<file path="src/rtl/m_seq_arb.sv">
// m_seq_arb: round-robin scheduler sharing one 10-bit m-sequence generator
// between N requesters. A winner's seed is loaded into the generator, and
// the resulting 1023-bit stream is returned with valid/last flags. A RUN
// watchdog aborts a stalled generator. The generator's synchronous reset is
// released two clocks after the block leaves reset.
module m_seq_arb #(
  parameter int N       = 4,
  parameter int SEED_W  = 10,
  parameter int TIMEOUT = 1100
) (
  input  logic                clk,
  input  logic                rst_n,
  input  logic [N-1:0]        req,
  input  logic [N*SEED_W-1:0] seed_in,
  output logic [N-1:0]        gnt,
  output logic                bit_out,
  output logic                bit_valid,
  output logic                bit_last,
  output logic                run_err,
  output logic                mseq_rst,
  output logic                mseq_set,
  output logic [SEED_W-1:0]   mseq_seed,
  input  logic                mseq_data,
  input  logic                mseq_done
);

  localparam int PTR_W = (N > 1) ? $clog2(N) : 1;
  localparam int WD_W  = $clog2(TIMEOUT + 1);
  localparam logic [WD_W-1:0]  WD_SAT   = WD_W'(TIMEOUT);
  localparam logic [WD_W-1:0]  WD_LAST  = WD_W'(TIMEOUT - 1);
  localparam logic [PTR_W-1:0] PTR_INIT = PTR_W'(N - 1);

  typedef enum logic [2:0] {
    S_INIT,
    S_IDLE,
    S_START,
    S_ARM,
    S_RUN,
    S_GAP
  } state_t;

  state_t            state;
  logic [PTR_W-1:0]  last;
  logic [WD_W-1:0]   wd_cnt;
  logic              rel_p0;

  logic              found;
  logic [PTR_W-1:0]  win;
  logic [PTR_W-1:0]  cand;
  logic [SEED_W-1:0] win_seed;

  // An all-zero seed would lock the LFSR, so it is promoted to 1.
  function automatic logic [SEED_W-1:0] fix_seed(input logic [SEED_W-1:0] s);
    return (s == '0) ? SEED_W'(1) : s;
  endfunction

  function automatic logic [N-1:0] onehot(input logic [PTR_W-1:0] idx);
    logic [N-1:0] v;
    v = '0;
    v[idx] = 1'b1;
    return v;
  endfunction

  // Round-robin search: first requester after the previous winner, wrapping.
  always_comb begin
    found = 1'b0;
    win   = last;
    cand  = last;
    for (int k = 1; k <= N; k++) begin
      cand = PTR_W'((int'(last) + k) % N);
      if (!found && req[cand]) begin
        found = 1'b1;
        win   = cand;
      end
    end
  end

  // Pick the winning requester's seed slice out of the packed seed bus.
  always_comb begin
    win_seed = '0;
    for (int i = 0; i < N; i++) begin
      if (win == PTR_W'(i)) win_seed = seed_in[i*SEED_W +: SEED_W];
    end
  end

  // The stream bit is the generator output; last coincides with done.
  assign bit_out  = mseq_data;
  assign bit_last = bit_valid & mseq_done;

  // Scheduler FSM with generator reset sequencing and RUN watchdog.
  always_ff @(posedge clk or negedge rst_n) begin
    if (!rst_n) begin
      state     <= S_INIT;
      last      <= PTR_INIT;
      gnt       <= '0;
      mseq_set  <= 1'b0;
      mseq_seed <= '0;
      bit_valid <= 1'b0;
      run_err   <= 1'b0;
      wd_cnt    <= '0;
      rel_p0    <= 1'b1;
      mseq_rst  <= 1'b1;
    end else begin
      // reset release stage: mseq_rst drops on the second edge after rst_n
      rel_p0   <= 1'b0;
      mseq_rst <= rel_p0;
      mseq_set <= 1'b0;
      run_err  <= 1'b0;
      case (state)
        S_INIT: begin
          if (!mseq_rst) state <= S_IDLE;
        end
        S_IDLE: begin
          if (found) begin
            gnt       <= onehot(win);
            last      <= win;
            mseq_seed <= fix_seed(win_seed);
            mseq_set  <= 1'b1;
            state     <= S_START;
          end
        end
        S_START: begin
          state <= S_ARM;
        end
        S_ARM: begin
          bit_valid <= 1'b1;
          wd_cnt    <= '0;
          state     <= S_RUN;
        end
        S_RUN: begin
          if (wd_cnt != WD_SAT) wd_cnt <= wd_cnt + 1'b1;
          // done wins over a coincident timeout
          if (mseq_done) begin
            bit_valid <= 1'b0;
            gnt       <= '0;
            state     <= S_GAP;
          end else if (wd_cnt >= WD_LAST) begin
            bit_valid <= 1'b0;
            gnt       <= '0;
            run_err   <= 1'b1;
            mseq_rst  <= 1'b1;
            state     <= S_GAP;
          end
        end
        S_GAP: begin
          state <= S_IDLE;
        end
        default: begin
          state <= S_INIT;
        end
      endcase
    end
  end

endmodule

</file>
<file path="config.mk">
export PLATFORM = sky130hd
export DESIGN_NAME = m_seq_arb
export DESIGN_NICKNAME = d
export VERILOG_FILES = /design/src/rtl/m_seq_arb.sv
export SDC_FILE = /design/constraint.sdc
export NUM_CORES = 1
export LEC_CHECK = 0
export ABC_AREA = 1
export CORE_ASPECT_RATIO = 1.25
export CORE_MARGIN = 2
export CORE_UTILIZATION = 30
export DETAILED_ROUTE_END_ITERATION = 10
export GPL_TIMING_DRIVEN = 0
export REMOVE_ABC_BUFFERS = 1
export SETUP_SLACK_MARGIN = 0.1
export SLEW_MARGIN = 25
export SYNTH_ARGS = -nofsm -noshare
export SYNTH_HDL_FRONTEND = slang
export SYNTH_SLANG_ARGS = --single-unit
</file>
<file path="constraint.sdc">
create_clock -name clk -period 2.2 [get_ports clk]
set_input_delay 0.22 -clock clk [delete_from_list [all_inputs] [get_ports clk]]
set_output_delay 0.22 -clock clk [all_outputs]
set_load 0.02 [all_outputs]
</file>
# Yosys cells after proc, flatten, opt, wreduce, memory -nomap -nowiden
# Cells that the tools add are included.
# totals
inputBits,48
word_cells,98
reg_bits,35
out_inout_bits,20
# classes
n_reduce_logical,17
order_cmp,7
n_bitwise,1
muxes,45
eq_ne,13
n_addsub,5
# op_table
cell,n
2-to-1 mux 10 bit,5
case mux 11 bit (2 select lines),1
2-to-1 mux 1 bit,19
case mux 3 bit (6 select lines),1
"less-than comparator 2 x 3 -> 1 bit, second input constant",5
2-to-1 mux 3 bit,4
2-to-1 mux 4 bit,3
"adder 11 x 1 -> 11 bit, second input constant",1
">= comparator 11 bit, second input constant",1
2-to-1 mux 11 bit,1
"inequality test 11 bit, second input constant",1
zero test 10 bit,1
binary-select mux 1 bit (select 2 bit),4
2-to-1 mux 2 bit,4
case mux 4 bit (2 select lines),1
"== test 3 x 2 -> 1 bit, second input constant",2
"== test 3 bit, second input constant",2
"inequality test 2 bit, second input constant",3
AND reduction 2 bit,3
AND reduction 3 bit,2
"adder 2 x 1 -> 2 bit, second input constant",2
"adder 2 bit, second input constant",2
"== test 2 bit, second input constant",2
logical AND 1 bit,4
other kinds (11),14

# Depth between registers and ports, before layout
# depth
ltp_word,20
mapped_depth,19
depth_no_buf,18

# Worst setup path before layout
# OpenSTA, ideal clock, no wires.
# synth_path
kind,flip-flop to flip-flop
startpoint,register last[0]
endpoint,register mseq_seed[0]
n_path_buf,1
arrival_ps,2024
setup_slack_ps,103
required_time_ps,2127
setup_ps,73
path_stages_with_launch,17
synth_period_minus_slack_ps,2097
path_cell_list,dfstp_2 buf_6 inv_8 nand2_1 nand2_2 nand2_4 nand2_4 nor2_8 nand3_2 nand2_4 nand2_2 or2_1 nand2_1 nand2_1 nor2_1 nand3_1 a21oi_2
# synth_between
elab_chain_len,20
elab_cells_between_ends,37
classes_between,add/sub (4); eq/ne (3); mux (21); reduce/logical (9)
# synth_rtl
item,line_no,rtl
start: declaration,43,logic [PTR_W-1:0] last;
start signal: assignment,116,last <= win;
adder 2 x 1 -> 2 bit,70,cand = PTR_W'((int'(last) + k) % N);
binary-select mux 1 bit (select 2 bit),71,if (!found && req[cand]) begin
2-to-1 mux 1 bit (implied by the code),71,
2-to-1 mux 1 bit,71,
zero test 1 bit,71,
logical AND 1 bit,71,
2-to-1 mux 1 bit,71,
zero test 1 bit,71,
logical AND 1 bit,71,
2-to-1 mux 1 bit,71,
zero test 1 bit,71,
logical AND 1 bit,71,
2-to-1 mux 2 bit,71,
zero test 2 bit,82,if (win == PTR_W'(i)) win_seed = seed_in[i*SEED_W +: SEED_W];
2-to-1 mux 10 bit (4 in a row),82,
zero test 10 bit,54,return (s == '0) ? SEED_W'(1) : s;
2-to-1 mux 10 bit,54,
end signal: assignment,117,mseq_seed <= fix_seed(win_seed);
end: declaration,22,"output logic [SEED_W-1:0] mseq_seed,"
# Parallel ways exist; a longest one is shown, timed or not. The select of a mux whose other input is x is not followed.
# A chain may end at the register's enable or synchronous reset.

# Final worst setup path
# Ends and elaborated chain as after synthesis.

==> flow_results.xml <==
<?xml version="1.0" encoding="UTF-8"?>
<metrics>
  <group name="status">
    <metric name="status" unit="">complete, but fails checks</metric>
    <metric name="failed_checks" unit="">setup timing</metric>
  </group>
  <group name="layout">
    <metric name="stdcell_count" unit="">509</metric>
    <metric name="register_area" unit="µm²">882.1</metric>
    <metric name="fillers" unit="">711</metric>
    <metric name="finalCoreUtilization" unit="%">49.99</metric>
    <metric name="multi_input_area" unit="mm²">0.001504</metric>
    <metric name="final_layout_size_suffix_gt1_share" unit="%">26.14</metric>
    <metric name="diode_count" unit="">0</metric>
    <metric name="finalNetCount" unit="">466</metric>
    <metric name="syn2layout_area_growth" unit="%">62.06</metric>
  </group>
  <group name="clock_tree">
    <metric name="clk_root_buffer_cell" unit="">clkbuf_8</metric>
    <metric name="cts.reportedPaths.clkPinSlew" unit="ns">0.07</metric>
    <metric name="total_cts_buffers" unit="">5</metric>
    <metric name="tritoncts_clock_tree" unit="">built</metric>
    <metric name="clock_insertion_delay_worst_skew" unit="ns">0.29</metric>
    <metric name="cts_htree_levels" unit="">2</metric>
    <metric name="clockBufferDepth" unit="">2</metric>
    <metric name="cts.sinks" unit="">35</metric>
  </group>
  <group name="floorplan">
    <metric name="initial_core_util" unit="%">30.85</metric>
    <metric name="core-area" unit="mm²">0.007313</metric>
    <metric name="chipWidth" unit="µm">81.56</metric>
    <metric name="design.die.area" unit="mm²">0.008233</metric>
    <metric name="die_y" unit="µm">101.0</metric>
    <metric name="ioPinCount" unit="">68</metric>
    <metric name="fp-row-count" unit="">35</metric>
  </group>
  <group name="power_and_ir_drop">
    <metric name="netSwitchingPower" unit="mW">3.140</metric>
    <metric name="report.power.total" unit="mW">6.075</metric>
    <metric name="register_share_of_total_power" unit="%">16.5</metric>
    <metric name="p_sw_share" unit="%">51.69</metric>
    <metric name="share_comb_of_total_power" unit="%">76.2</metric>
    <metric name="static-leakage-power" unit="nW">1.692</metric>
    <metric name="powerDensity" unit="mW/mm²">1662</metric>
    <metric name="power.internal" unit="mW">2.935</metric>
    <metric name="vdd_ir_drop_max" unit="mV">1.084</metric>
    <metric name="clock_power_share" unit="%">7.3</metric>
  </group>
  <group name="route">
    <metric name="wl" unit="µm">6571</metric>
    <metric name="vias" unit="">2393</metric>
    <metric name="detail_route.first_pass.iterations" unit="">4</metric>
    <metric name="remaining_drc_errors" unit="">0</metric>
    <metric name="postRouteAntennaNets" unit="">0</metric>
    <metric name="drt-vias-per-instance" unit="">4.701</metric>
    <metric name="initial_drc_count" unit="">69</metric>
    <metric name="routed_wire_length_per_instance" unit="µm">12.91</metric>
  </group>
  <group name="logic_synthesis">
    <metric name="share_of_synthesized_area_occupied_by_flip_flops_and_latches" unit="%">39.05</metric>
    <metric name="ys_types" unit="">36</metric>
    <metric name="mappedNetlistArea" unit="mm²">0.002256</metric>
    <metric name="ys.flop_type" unit="">dfrtp_1</metric>
    <metric name="synth.cells.most_frequent" unit="">nand2_1 (86), nand3_1 (41), nor2_1 (39), inv_1 (35), dfrtp_1 (31)</metric>
    <metric name="synth.yosys.warnings" unit="">0</metric>
    <metric name="synthMostInstantiatedCell" unit="">nand2_1</metric>
    <metric name="synth_top_area_cell" unit="">dfrtp_1</metric>
    <metric name="number_of_enable_type_register_cells_in_the_synthesized_netlist" unit="">0</metric>
    <metric name="yosys.area.top_type_share" unit="%">34.39</metric>
    <metric name="postSynth.asyncResetShare" unit="%">100.0</metric>
    <metric name="synth_top_cells_by_area" unit="">dfrtp_1 (34%), nand2_1 (14%), nand3_1 (9.1%)</metric>
    <metric name="netlist_instances" unit="">321</metric>
    <metric name="yosys_register_bits" unit="">35</metric>
    <metric name="synth.avg_cell_area" unit="µm²">7.028</metric>
  </group>
  <group name="place">
    <metric name="dp_hpwl" unit="µm">4343</metric>
    <metric name="buffer_ports.inserted" unit="">65</metric>
    <metric name="gp_congestion" unit="">0.8342</metric>
    <metric name="dpl_worst_slack" unit="ns">-0.4146</metric>
    <metric name="dp.cells" unit="">469</metric>
  </group>
  <group name="global_routing">
    <metric name="wire_length_of_the_first_global_routing_pass" unit="µm">9584</metric>
    <metric name="largest_net_degree_at_the_start_of_global_routing" unit="">29</metric>
    <metric name="first_global_vias" unit="">2148</metric>
    <metric name="grt_use_total" unit="%">15.09</metric>
    <metric name="global_route.overflow_total" unit="">0</metric>
    <metric name="grt_antenna_before_repair" unit="">0</metric>
  </group>
  <group name="hold_path">
    <metric name="holdCritPathClass" unit="">in -&gt; async</metric>
  </group>
  <group name="worst_setup_path">
    <metric name="timing.critical_path.cells" unit="">buf_12 &gt; inv_12 &gt; nand2_4 &gt; nand2_4 &gt; nand2_4 &gt; nand2_4 &gt; nor2_8 &gt; nand2_4 &gt; nand2_8 &gt; nand2_8 &gt; clkinv_8 &gt; nand2_4 &gt; nor2_2 &gt; nor2_1 &gt; nor2_1 &gt; nand2_1 &gt; nor2_1 &gt; nand3_1 &gt; a21oi_2</metric>
    <metric name="slowest_delay" unit="ns">0.55</metric>
    <metric name="worst_path_most_repeated_cell" unit="">nand2_4</metric>
    <metric name="worst_ep_required_time" unit="ns">2.42</metric>
    <metric name="cp_max_fo" unit="">7</metric>
    <metric name="critPathLaunchType" unit="">flop</metric>
    <metric name="cp_slowest_cell" unit="">dfstp_2</metric>
    <metric name="worst_ep_arrival_time" unit="ns">2.61</metric>
    <metric name="timing.critical_path.max_delay_family" unit="">simple AND/OR/NAND/NOR gates</metric>
    <metric name="timing.setup.critical_path_class" unit="">reg -&gt; reg</metric>
    <metric name="critPathBufInv" unit="">3</metric>
    <metric name="worstSetupEndpointType" unit="">flop</metric>
  </group>
  <group name="sta">
    <metric name="layout_worst_path_cycle_share" unit="%">108.5</metric>
    <metric name="tightest_slew" unit="ns">0.5968</metric>
    <metric name="report.final.hold_viol_count" unit="">0</metric>
    <metric name="final.setup.worst_slack" unit="ns">-0.1875</metric>
    <metric name="worst_slew_margin_rel" unit="%">60.06</metric>
    <metric name="timing.final.crit_period" unit="ns">2.388</metric>
    <metric name="setup_viol" unit="">2</metric>
    <metric name="final.hold.worst_slack" unit="ns">0.3510</metric>
    <metric name="report.final.slew_viol_count" unit="">0</metric>
    <metric name="fin_skew" unit="ns">0.007490</metric>
    <metric name="achievable_clock_frequency" unit="GHz">0.4188</metric>
    <metric name="grt_setup_unrepaired" unit="">yes</metric>
  </group>
  <group name="run">
    <metric name="max_cap_violations" unit="">0</metric>
  </group>
</metrics>
==> worst paths after layout <==
check | to | slack [ns] | cells after the start | from
worst max register to register | mseq_seed[0]$_DFFE_PN0P_ | -0.19 | 19 | last[0]$_DFFE_PN1P_
max in group asynchronous | wd_cnt[0]$_DFFE_PN0P_ | 1.42 | 3 | rst_n
worst min register to register | mseq_seed[9]$_DFFE_PN0P_ | 0.48 | 2 | mseq_seed[9]$_DFFE_PN0P_
worst max-delay path | mseq_seed[0]$_DFFE_PN0P_ | -0.19 | 19 | last[0]$_DFFE_PN1P_
min in group clk | bit_out | 0.44 | 0 | mseq_data
worst min-delay path | state[2]$_DFFE_PN0P_ | 0.35 | 2 | rst_n
==> kinds of logic after synthesis <==
kind of cell    share of synthesized area [%]
compound gates                          9.706
fa+ha+maj                               1.109
buf+inv                                 9.872
flops                                   39.05
other cells                            0.1662
simple gates                            40.10
==> power by group through the flow <==
stage	logic (mW)	clock network, mW	registers, mW
floorplan	1.90	0	1.15
global placement	2.86	0	1.03
detailed placement	2.90	0	1.04
CTS	3.73	0.456	0.991
global route	5.03	0.479	1.03
finish	4.63	0.441	1.00
==> sequential cells by signal, indices dropped and copies added, names as in the netlist <==
signal and flops:
last 2, state 3, rel_p0 1, run_err 1, mseq_seed 10, gnt 4, wd_cnt 11, mseq_set 1
bit_valid 1, mseq_rst 1
==> cells in the final DEF, fill, tap and decap left out, types with 4 or more instances in the layout <==
cell / instances
nand2_2: 8
dfstp_2: 4
nand3_1: 32
nor2_1: 30
buf_4: 23
nand2_1: 72
nand2_4: 18
o21ai_1: 8
nor2_4: 4
nand3_2: 9
clkdlybuf4s50_1: 64
nor2_2: 6
nand2_8: 6
o21ai_0: 13
clkbuf_8: 5
dfrtp_1: 30
inv_2: 4
inv_1: 32
a21oi_1: 9
==> timing repair <==
action / 4_1_cts / 5_1_grt
endpoints found under the setup margin: 21 / 18
pin swaps: 4 / 17
hold buffers: 1 / 0
gates cloned: 2 / 3
hold endpoints to repair: 6 / 0
resized for setup: 35 / 55
setup buffers: 13 / 15
==> per-layer routing <==
metal	vias up	GRT usage [%]	routed length [µm]
met4	0	4.433	69
met5	-	0	0
li1	1226	-	-
met2	54	27.68	3562
met3	6	2.688	258
met1	1107	17.50	2680
==> final cells by class <==
| cell class | instances | share of cell area (%) |
|---|---|---|
| clock buffers | 7 | 2.088 |
| clock inverters | 1 | 0.1369 |
| inverters | 38 | 4.586 |
| multi-input cells | 242 | 41.14 |
| flip-flops and latches | 35 | 24.13 |
| well taps | 92 | 3.149 |
| repair buffers | 93 | 24.61 |
| repair inverters | 1 | 0.1711 |
==> stage by stage <==
| stage | TNS (ns) | area (µm²) |
|---|---|---|
| detailed placement | -3.488 | 2964 |
| global route | -0.5488 | 3656 |
| global placement | -3.325 | 2949 |
| finish | -0.2038 | 3656 |
| floorplan | 0 | 2183 |
| CTS | -0.1303 | 3322 |
No activity file was read; power rests on OpenSTA's default activity.
